==> config.mk <==
export PLATFORM = sky130hd
export DESIGN_NAME = regfile_scoreboard
export DESIGN_NICKNAME = d
export VERILOG_FILES = /design/src/rtl/regfile_scoreboard.sv
export SDC_FILE = /design/constraint.sdc
export NUM_CORES = 1
export LEC_CHECK = 0
export ABC_AREA = 1
export BUFFER_PORTS_ARGS = -buffer_cell sky130_fd_sc_hd__buf_2
export CAP_MARGIN = 20
export CORE_UTILIZATION = 42
export CTS_CLUSTER_SIZE = 28
export DETAILED_ROUTE_END_ITERATION = 10
export PLACE_DENSITY = 0.65
export REMOVE_ABC_BUFFERS = 1
export SYNTH_ARGS = -nofsm -noshare
export SYNTH_HDL_FRONTEND = slang
export SYNTH_SLANG_ARGS = --single-unit
==> constraint.sdc <==
create_clock -name clk -period 2.11 [get_ports clk]
set_input_delay 0 -clock clk [delete_from_list [all_inputs] [get_ports clk]]
set_output_delay 0 -clock clk [all_outputs]
set_load 0.1 [all_outputs]
==> src/rtl/regfile_scoreboard.sv <==
// Register file with two combinational read ports, one write-back port and a per-register
// in-flight write scoreboard for RAW hazard detection. Optional write-through: REGFILE_BYPASS_EN.
module regfile_scoreboard #(
  parameter int DATA_W   = 32,
  parameter int ADDR_W   = 4,
  parameter int NUM_REGS = 16,
  parameter int CNT_W    = 2
) (
  input  logic              clk,
  input  logic              rst,
  input  logic [ADDR_W-1:0] src1,
  input  logic [ADDR_W-1:0] src2,
  output logic [DATA_W-1:0] reg1,
  output logic [DATA_W-1:0] reg2,
  output logic              hazard1,
  output logic              hazard2,
  input  logic              issue_en,
  input  logic [ADDR_W-1:0] issue_dest,
  output logic              issue_full,
  input  logic              writeBackEn,
  input  logic [ADDR_W-1:0] dest_wb,
  input  logic [DATA_W-1:0] Result_WB,
  output logic              sb_err
);

  localparam logic [CNT_W-1:0] CNT_MAX = '1;

  logic [DATA_W-1:0] regs     [NUM_REGS];
  logic [CNT_W-1:0]  pend_cnt [NUM_REGS];

  logic [ADDR_W-1:0] src_a [2];
  logic [DATA_W-1:0] rd_a  [2];
  logic              hz_a  [2];
  logic [CNT_W-1:0]  cnt_a [2];
  logic              hit_a [2];

  logic wb_ok;
  logic issue_ok;
  logic issue_ovf;
  logic wb_underflow;

  function automatic logic in_range(input logic [ADDR_W-1:0] a);
    return int'(a) < NUM_REGS;
  endfunction

  assign src_a[0] = src1;
  assign src_a[1] = src2;
  assign reg1     = rd_a[0];
  assign reg2     = rd_a[1];
  assign hazard1  = hz_a[0];
  assign hazard2  = hz_a[1];

  assign wb_ok      = writeBackEn && in_range(dest_wb);
  assign issue_full = in_range(issue_dest) && (pend_cnt[issue_dest] == CNT_MAX);
  assign issue_ok   = issue_en && !issue_full && in_range(issue_dest);
  assign issue_ovf  = issue_en && issue_full;
  // A retire with nothing outstanding is a sequencing bug upstream; the data still lands.
  assign wb_underflow = wb_ok && (pend_cnt[dest_wb] == '0);

  always_comb begin
    for (int p = 0; p < 2; p++) begin
      rd_a[p]  = '0;
      cnt_a[p] = '0;
      hit_a[p] = 1'b0;
      hz_a[p]  = 1'b0;
      if (in_range(src_a[p])) begin
        rd_a[p]  = regs[src_a[p]];
        cnt_a[p] = pend_cnt[src_a[p]];
      end
      hit_a[p] = wb_ok && (dest_wb == src_a[p]);
      hz_a[p]  = (cnt_a[p] != '0);
`ifdef REGFILE_BYPASS_EN
      if (hit_a[p]) begin
        rd_a[p] = Result_WB;
        if (cnt_a[p] == CNT_W'(1)) hz_a[p] = 1'b0;
      end
`endif
    end
  end

  always_ff @(posedge clk) begin
    if (rst) begin
      for (int i = 0; i < NUM_REGS; i++) begin
        regs[i]     <= DATA_W'(i);
        pend_cnt[i] <= '0;
      end
      sb_err <= 1'b0;
    end else begin
      if (wb_ok) regs[dest_wb] <= Result_WB;
      for (int r = 0; r < NUM_REGS; r++) begin
        if (issue_ok && (issue_dest == ADDR_W'(r)) && !(wb_ok && (dest_wb == ADDR_W'(r))))
          pend_cnt[r] <= pend_cnt[r] + CNT_W'(1);
        else if (wb_ok && (dest_wb == ADDR_W'(r)) && !(issue_ok && (issue_dest == ADDR_W'(r)))
                 && (pend_cnt[r] != '0))
          pend_cnt[r] <= pend_cnt[r] - CNT_W'(1);
      end
      if (issue_ovf || wb_underflow) sb_err <= 1'b1;
    end
  end

endmodule

======== Word-level counts from Yosys, hierarchy flattened ========
Memories as Yosys holds them, arrays and structs flattened.
Index checks and enable logic that the tools add are counted.
word-level totals
  bits in writable memories ............... 544
  flip-flop bits (word level) ............. 1
  input port bits ......................... 52
  memories ................................ 2
  logic and storage cells ................. 389
  output and inout port bits .............. 68
memories
  name      words  width  rd ports  clocked after memory_dff  write ports  RTL line  RTL
  regs      16     32     2         0                         16           28        logic [DATA_W-1:0] regs [NUM_REGS];
  pend_cnt  16     2      20        0                         16           29        logic [CNT_W-1:0] pend_cnt [NUM_REGS];
cells by class
  muxes and demuxes ....................... 152
  add/subtract/negate cells ............... 32
  reductions and logical operators ........ 139
  bitwise gates (word level) .............. 32
  equal/unequal tests ..................... 31
operator list
  cell                                                                    number
  1-bit 2-to-1 mux                                                        118
  1-bit logical AND                                                       83
  4-bit equality test (second input constant)                             16
  2-bit 2-to-1 mux                                                        32
  2-bit nonzero test                                                      18
  1-bit zero test                                                         33
  2-bit by 1-bit adder with 2-bit output (second input constant)          16
  4-bit by 3-bit equality test with 1-bit output (second input constant)  8
  32-bit 2-to-1 mux                                                       1
  1-bit bitwise OR                                                        32
  32-bit OR reduction                                                     1
  2-bit by 1-bit subtractor with 2-bit output (second input constant)     16
  4-bit by 2-bit equality test with 1-bit output (second input constant)  4
  4-bit by 1-bit equality test with 1-bit output (second input constant)  2
  4-bit zero test                                                         2
  4-bit 2-to-1 mux                                                        1
  2-bit equality test (second input constant)                             1
  2-bit zero test                                                         1
  1-bit logical OR                                                        1

======== Longest topological paths before layout ========
Gate-level depths: netlist of run 1.
An unclocked memory read counts as a cell.
  depth in word-level cells ............... 13
  depth in mapped cells ................... 16
  gate-level depth less buffers ........... 15

======== Least setup slack after synthesis of run 1 ========
No wires, ideal clock.
  path kind ............................... input to output
  start point ............................. in src1[0]
  end point ............................... out reg1[21]
  buffers on the path ..................... 4
  stages on the path ...................... 8
  data arrival time ....................... 3081 ps
  data required time ...................... 2110 ps
  path slack .............................. -971 ps
  cells stage by stage .................... buf_2 > buf_2 > buf_2 > buf_2 > o21ai_0 > o21ai_0 > o22ai_1 > o21ai_0
on the way
  cells in the longest elaborated chain, start to end .. 1
ends and longest elaborated chain
  item                RTL line  RTL
  start: declaration  11        input logic [ADDR_W-1:0] src1,
  memory 16 x 32 bit  n/a
  end: declaration    13        output logic [DATA_W-1:0] reg1,
No other way between the ends.

==> impl_summary.md, run 1 <==
CTS
The TritonCTS clock tree is yes. The number of clock buffers added by TritonCTS is 59. The clock latency on the worst-skew pair is 0.63 ns. The CTS sink count is ~550. The maximum number of buffers from clock root to sink is 3. The clock input transition at the sequential cells of the worst setup and hold paths is 0.06 ns. The count of H-tree levels built during CTS is 2. The root buffer cell is sky130_fd_sc_hd__clkbuf_16.

Drt
The via count is roughly 27000. The first routing iteration left 4272 violations. In the routed design, unresolved DRC markers number 0. The routed length per instance is around 23 um.

The post-detailed-routing wire length is around 110 mm. After detailed routing, the number of vias per cell comes to between 6 and 7. The number of detailed-routing iterations run before antenna repair is 6. The final antenna-violating net count is 0.

STA
The final number of hold-violating endpoints came to 0. The setup slack after layout is -0.0577 ns. The actual transition at the worst max-transition pin is ~0.74 ns. The setup skew after layout is roughly 0.022 ns. The portion of the clock cycle consumed by the worst path in the final layout is 1.03. The number of max-slew violations in the final report is 0.

The final setup violation count is 2. Setup repair after global routing could not meet its margin everywhere. The worst hold slack is approximately 0.0080 ns. The worst-case headroom to the max-slew limit is 0.508.

Summed over all failing endpoints, the final setup total negative slack is -0.106 ns. Counting I/O delays and the setup requirement, the final critical path takes ~2.2 ns. The fmax is 0.461 GHz.

Pwr
The net switching share of the total power is 0.301. The peak supply drop is roughly 0.00063 V. The proportion of power drawn by flip-flops and latches is 0.457. The power per standard cell area is 792 mW/mm^2.

The net switching power of the design is about 8.5 mW. In this run the static leakage power is around 13 nW. Cell internal power was estimated by the tool at roughly 20 mW. The fraction of power consumed by combinational cells is 0.191. The clock group share of total power is 0.351.

Yosys
The fraction of the yosys area taken by sequential cells is 0.546. During synthesis, Yosys emitted a total of 0 warnings. The number of synthesized flops with an enable pin is 544. The post-synthesis instance area is roughly 0.03 mm^2.

Dividing the synthesized area by the synthesized cell count gives between 8 and 9 um^2. The synthesized instance count is 3501. The flop and latch count out of synthesis is 545.

The async set-or-reset flop fraction in the synthesized netlist is 0. In the synthesized netlist the dominant register cell turns out to be sky130_fd_sc_hd__edfxtp_1. The number of distinct library cells after synthesis is 39.

Die
The full die area is just over 0.07 mm^2. 120 I/O pins were placed. The core region area is about 0.070 mm^2. The count of standard-cell rows is 97. The starting utilization of the core area is 0.426.

The die is ~270 um wide. The height of the die is around 270 um.

Layout
The layout-stage area growth over the synthesis result is 18.5%. The number of inserted filler cells in the final layout is approximately 6500. The share of the core filled with cells is 0.505. After the last flow step, the layout net total stands at 3618. Of the cells placed in the final design, the portion with a size suffix greater than 1 is 0.129. The count of antenna diodes in the layout is 0.

Worst setup path
The endpoint arrival time on the critical path is ~2.2 ns. Walking the worst path, the cells encountered are buf_6 -> nor2_4 -> inv_1 -> nand2_1 -> o21ai_0 -> o21ai_1 -> a21oi_1 -> a32o_2 -> buf_12. The worst setup path is captured at an output port. In this run the worst path has a maximum fanout of 2. The largest single stage delay on the critical path is about 0.41 ns.

The startpoint type of the worst setup path is a register. The slowest stage of the critical path is the sky130_fd_sc_hd__edfxtp_1 cell. At the worst endpoint, the required time is ~2.1 ns. By startpoint and endpoint, the worst setup path is classified as reg2out.

Outcome
The flow ran to the end, but the final reports show violations. The final reports fail on setup timing.

GRT
Across every metal layer, demand over resource in global routing totals 0.287. The initial antenna violation count is 0. The via count of the first global-routing pass is 25500.

The pin count of the biggest net entering global routing is 100. The wire length of the first global-routing pass is between 150 and 200 mm. The total congestion overflow after global routing is 0.

Hold path
The path class of the tightest hold or removal check is in2reg.

Flow run
Max-cap violations in this run came to 0.

Placed design
The wire-length estimate of the detail-placed layout is approximately 59 mm. Input and output buffers added on the ports amount to between 100 and 150. Routability-driven placement finished with a final weighted congestion of 0.882.
logic make-up after synthesis:
group           after synthesis  share of synthesized area
compound gates             1192                      0.217
buf+inv                     533                     0.0714
simple gates               1228                      0.164
flops                       545                      0.546
xor+xnor                      2                   0.000585
fa+ha+maj                     1                   0.000418
layout make-up:
| cell class | instances | area, um^2 | area share |
|---|---|---|---|
| Clock buffer | 73 | 1530 | 0.0431 |
| Clock inverter | 38 | 275 | 0.00776 |
| Inverter | 224 | 858 | 0.0242 |
| Multi-Input combinational cell | 2424 | 11700 | 0.329 |
| Sequential cell | 545 | 16400 | 0.461 |
| Tap cell | 940 | 1180 | 0.0332 |
| Timing Repair Buffer | 311 | 3590 | 0.101 |
state kept, by name, summed over array words and instances, names as in the netlist:
name,cells
pend_cnt,32
sb_err,1
regs,512
critical path: cells and delay by family, from the launching register on:
family | cells | cell delay (ns)
AOI/OAI and AO/OA | 4 | 0.63
buffers and inverters | 3 | 0.38
and+or+nand+nor | 2 | 0.13
DFF | 1 | 0.41
what timing repair did:
item / 4_1_cts / 5_1_grt
setup buffers: 17 / 10
hold buffers: 36 / 0
endpoints found under the setup margin: 6 / 109
gates resized for setup: 47 / 52
endpoints found under the hold margin: 442 / 0
pin swaps: 10 / 11
cloned: 0 / 1
Yosys cell counts, drive strengths merged (3+ instances only):
| cell | count | area share |
|---|---|---|
| nor2 | 899 | 0.11 |
| o21ai | 772 | 0.13 |
| edfxtp | 544 | 0.55 |
| nand2 | 258 | 0.033 |
| a21oi | 241 | 0.040 |
| clkbuf | 227 | 0.029 |
| inv | 220 | 0.028 |
| o221ai | 117 | 0.034 |
| buf | 82 | 0.015 |
| o22ai | 54 | 0.011 |
| nand3 | 46 | 0.011 |
| nand4 | 15 | 0.0038 |
| nor3 | 5 | 0.0015 |
| clkinv | 4 | 0.00050 |
| or2 | 4 | 0.00084 |
| a21boi | 3 | 0.00075 |
per-layer routing:
layer	share of wire	global-route usage
met1	0.38	0.384
met2	0.45	0.454
met3	0.12	0.0526
met4	0.043	0.126
met5	0	0
stage by stage:
step | setup WS (ns) | cell area (um^2) | cells | power, mW
after detailed placement | 0.0870 | 32800 | 4380 | 18.1
after global placement | 0.135 | 32800 | 4380 | 18.1
after CTS | -0.0555 | 35200 | 4544 | 28.0
final | -0.0577 | 35500 | 4555 | 28.1
after global routing | -0.133 | 35500 | 4555 | 28.9
after floorplan | -1.60 | 28600 | 3192 | 15.8
cell usage in the layout (no fill, tap or decap), drive strengths merged, types with 3 or more instances in the layout:
cell type and instances:
nor2 899, clkinv 42, nand3 46, edfxtp 544
dlygate4sd3 36, o22ai 54, inv 216, nor3 5
a21boi 3, nand4 15, a21oi 241, o21ai 772
or2 4, nand2 259, bufinv 3, clkbuf 83
o221ai 117, buf 265
final timing paths:
check / start / endpoint / slack (ns) / cells past startpoint
worst min register to register: sb_err / sb_err / 0.51 / 2
worst max-delay path: pend_cnt[13][0] / hazard2 / -0.06 / 9
worst min-delay path: Result_WB[28] / regs[0][28] / 0.008 / 3
worst max register to register: pend_cnt[13][0] / pend_cnt[4][0] / 0.11 / 16
power groups by stage:
stage | Sequential, mW | Combinational (mW) | Clock, mW
2_1_floorplan | 13.0 | 2.84 | 0
3_3_place_gp | 13.0 | 5.05 | 0
3_5_place_dp | 13.0 | 5.08 | 0
4_1_cts | 12.8 | 5.22 | 9.93
5_1_grt | 12.9 | 5.67 | 10.3
6_report | 12.8 | 5.37 | 9.87
Power figures use the tool's default switching activity.
==> inputs of run 2 (changes only) <==
--- a/config.mk
+++ b/config.mk
@@ -5,13 +5,14 @@
 export SDC_FILE = /design/constraint.sdc
 export NUM_CORES = 1
 export LEC_CHECK = 0
-export ABC_AREA = 1
+export ABC_AREA = 0
 export BUFFER_PORTS_ARGS = -buffer_cell sky130_fd_sc_hd__buf_2
-export CAP_MARGIN = 20
+export CELL_PAD_IN_SITES_DETAIL_PLACEMENT = 0
+export CELL_PAD_IN_SITES_GLOBAL_PLACEMENT = 2
 export CORE_UTILIZATION = 42
 export CTS_CLUSTER_SIZE = 28
 export DETAILED_ROUTE_END_ITERATION = 10
-export PLACE_DENSITY = 0.65
+export PLACE_DENSITY = 0.8
 export REMOVE_ABC_BUFFERS = 1
 export SYNTH_ARGS = -nofsm -noshare
 export SYNTH_HDL_FRONTEND = slang
==> impl_summary.md, run 2 <==
GRT
The total congestion overflow after global routing is 0. The via count of the first global-routing pass is ~20000. The wire length of the first global-routing pass is roughly 140 mm.

Entering global routing, the biggest net connects between 40 and 50 pins. The initial antenna violation count is 5. The global routing usage summed across all routing layers is 0.272.

Yosys
The library cell with the highest instance count after synthesis is sky130_fd_sc_hd__edfxtp_1. The share of the Yosys chip area taken by registers is 0.553. The Yosys step of the flow raised 0 warnings. After synthesis the netlist holds a flip-flop and latch count of around 550. The post-synthesis instance area is 0.0296 mm^2.

Counting every instance in the synthesized netlist gives 1838. Counting flops with an async set or reset pin after synthesis yields a share of 0. The average instance in the mapped netlist occupies approximately 16 um^2. The top cell type's share of synthesized area is 0.552. sky130_fd_sc_hd__edfxtp_1 takes more of the synthesized area than any other cell. Yosys mapped a number of flops with a built-in enable equal to approximately 540.

The number of different library cells used by synthesis comes to 57. After synthesis, the cell types taking the most area are sky130_fd_sc_hd__edfxtp_1, sky130_fd_sc_hd__mux4_2, sky130_fd_sc_hd__and2_1. The prevailing post-synth register cell is sky130_fd_sc_hd__edfxtp_1. By count the netlist is led by sky130_fd_sc_hd__edfxtp_1, sky130_fd_sc_hd__mux4_2, sky130_fd_sc_hd__and2_1, sky130_fd_sc_hd__and3_1, sky130_fd_sc_hd__clkbuf_1.

Layout
Counting flops per register, the top entry is regs. The final instance count without filler cells is just over 3000. The share of the core filled with cells is 0.518. The combined flip-flop and latch cell area is between 0.015 and 0.02 mm^2. The layout-stage area growth over the synthesis result is 21.2%. Leaving out fill and tap cells, the most frequent cells in the layout are sky130_fd_sc_hd__edfxtp_1, sky130_fd_sc_hd__mux4_2, sky130_fd_sc_hd__and2_1. The largest registers in the layout are regs x512, pend_cnt x32, sb_err x1. With fillers left out, the area of the finished cells amounts to 0.0358 mm^2.

At the end of the flow, the number of nets in the layout was between 2000 and 2500. The share of layout cells above drive strength 1 is 0.394. The flip-flop count of the largest register, all copies and words added is roughly 510. In the final layout, the multi-input gates occupy between 0.01 and 0.015 mm^2. After filler insertion, the fill cell instance count of the layout stands at about 5600. The leading cell type in the layout, fill and taps excluded is sky130_fd_sc_hd__edfxtp_1.

STA
The portion of the clock cycle consumed by the worst path in the final layout is 1.22. The worst hold slack is 0.0417 ns. The number of max-slew violations in the final report came to 0. The setup slack after layout is -0.458 ns. The final setup violation count is approximately 120. Setup repair after global routing could not meet its margin everywhere.

The final number of hold-violating endpoints is 0. On the final layout, the worst clock skew is 0.0106 ns. For the pin with the worst max-slew slack, the measured transition is 0.675 ns. The worst path in the final design needs a cycle of 2.57 ns, including I/O delays and setup. The fmax is slightly below 0.4 GHz. The worst pin sits at a relative slew slack of 0.549. The final sum of negative setup slack is -15.75 ns.

Die
The height of the die is between 200 and 300 um. The starting utilization of the core area is 0.427. The total area inside the core boundary comes to approximately 0.07 mm^2. The count of standard-cell rows is 96.

The die is about 270 um wide. The die covers around 0.07 mm^2. 120 I/O pins were placed.

Placed design
After detailed placement, the total cell area comes to 0.0324 mm^2. The congestion estimate from routability-driven global placement came to 0.825. OpenSTA, run right after detailed placement, puts the worst setup slack at -0.0700 ns. The number of port buffers is 119. The number of placed instances, taps included, is 2836. Once detailed placement completed, the half-perimeter wirelength came to between 50 and 60 mm.

CTS
The TritonCTS clock tree is yes. The CTS sink count is roughly 550. The total clock buffers created by CTS is 60. The clock latency on the worst-skew pair is ~0.63 ns. Clock-pin slew was measured on the worst setup and hold paths at 0.06 ns. The cell sitting at the root of the clock tree is a sky130_fd_sc_hd__clkbuf_16. Counting along the longest clock path gives a buffer depth of 3. The count of H-tree levels built during CTS is 2.

Drt
The first routing iteration left 2369 violations. The post-detailed-routing wire length is 95.4 mm. After detailed routing, the average wire length per cell comes to 31.4 um. The first detailed-routing pass ran for 5 iterations.

For this run, design rule violations remaining after detail routing come to 0. Dividing the detail-routed via count by the number of cells gives between 6 and 7. The via count is between 15000 and 20000.

The final antenna-violating net count is 0.

Worst setup path
The setup path with the least slack is of type reg2out. The startpoint identified for the worst register-to-register timing path is pend_cnt[10][0]. The startpoint type of the worst setup path is a register.

The cell with the largest stage delay on the worst path is sky130_fd_sc_hd__mux4_2. Measured in cells, the most critical reg-to-reg path has a length of 7. The internal reg-to-reg setup slack is -0.24 ns. The endpoint arrival time on the critical path is roughly 2.6 ns. The most common cell type on the critical path is sky130_fd_sc_hd__mux4_2.

The worst endpoint required time is 2.11 ns. The critical path goes through or2_4 -> mux4_2 -> mux4_2 -> buf_12. The kind of end point of the critical path is an output port.

The maximum fanout along the worst path is 3. In this run the critical register-to-register path is captured at pend_cnt[8][1]. The maximum cell stage delay along the critical path is about 0.55 ns.

Pwr
Summed over all cells, the static leakage comes to about 13 nW. The total power consumption of the routed design is 28.7 mW. The peak supply drop is ~0.00061 V. Dividing total power by cell area gives a power density of between 800 and 900 mW/mm^2.

Outcome
The flow ran to the end, but the final reports show violations. The checks that failed: setup timing.

Hold path
The path with the worst hold slack has its endpoint at sb_err. Counting instances, the worst hold path has a depth of 5. The min-delay analysis places its worst path in the category in2reg. The hold path startpoint is issue_dest[2].

Flow run
The tool flagged a number of max-cap violations equal to 0.
==> run 2: cell count changes in the layout (fill, tap and decap cells not counted), sizes merged, moves of 54 or more <==
cell    before  now
mux4         0  342
nor2       899   32
o21ai      772    9
and3         0  187
o22ai       54    0
a21oi      241   21
and2         0  303
o221ai     117    1
nand2      259   34
inv        216   14
==> run 2: how the worst max path moves through the flow <==
| stage | cells past startpoint | from | endpoint |
|---|---|---|---|
| 2_1_floorplan | 4 | dest_wb[3] | pend_cnt[5][0] |
| 3_3_place_gp | 4 | pend_cnt[8][0] | pend_cnt[8][0] |
| 3_5_place_dp | 5 | issue_dest[0] | pend_cnt[8][0] |
| 4_1_cts | 4 | pend_cnt[5][0] | hazard1 |
| 5_1_grt | 4 | pend_cnt[9][0] | hazard1 |
| 6_report | 4 | pend_cnt[2][1] | hazard1 |
==> run 2: logic make-up (layout without fill, tap and decap cells) <==
group	count (synthesis)	count (layout)	share of synthesized area
other	0	2	0
adder cells (fa/ha/maj)	1	1	0.000423
AND/OR/NAND/NOR	658	658	0.135
flip-flops	545	545	0.553
buffers and inverters	206	472	0.0285
AO/OA/AOI/OAI	76	76	0.0191
XOR/XNOR	7	7	0.00207
multiplexers	345	345	0.262
==> run 2: cell type report <==
cell class | count | area share
Sequential cell | 545 | 0.456
Multi-Input combinational cell | 1087 | 0.354
Timing Repair Buffer | 349 | 0.105
Clock buffer | 74 | 0.0434
Tap cell | 931 | 0.0325
Clock inverter | 37 | 0.00730
Inverter | 12 | 0.00126
Antenna cell | 2 | 0.000140
==> run 2: where the power goes <==
part,internal [mW],switching (mW)
Combinational,2.33,3.62
Sequential,12.6,0.320
Clock,5.46,4.42
==> run 2: per-layer routing <==
layer	global-route usage	vias to the layer above	routed length (um)
met2	0.445	1143	46400
li1	-	7801	-
met3	0.0510	196	9430
met4	0.0772	2	2730
met5	0	-	13
met1	0.370	10200	36900
==> run 2: critical path, delay by kind of cell (launching register included) <==
kind,cells,cell delay [ns]
buffers and inverters,1,0.20
flip-flops,1,0.43
AND/OR/NAND/NOR,1,0.28
multiplexers,2,1.02
==> run 2: repair_timing <==
| item | 4_1_cts | 5_1_grt |
|---|---|---|
| endpoints found under the hold margin | 513 | 0 |
| pin swaps | 10 | 36 |
| setup endpoints to repair | 80 | 116 |
| resized for setup | 201 | 52 |
| setup buffers | 31 | 23 |
| hold buffers | 38 | 0 |
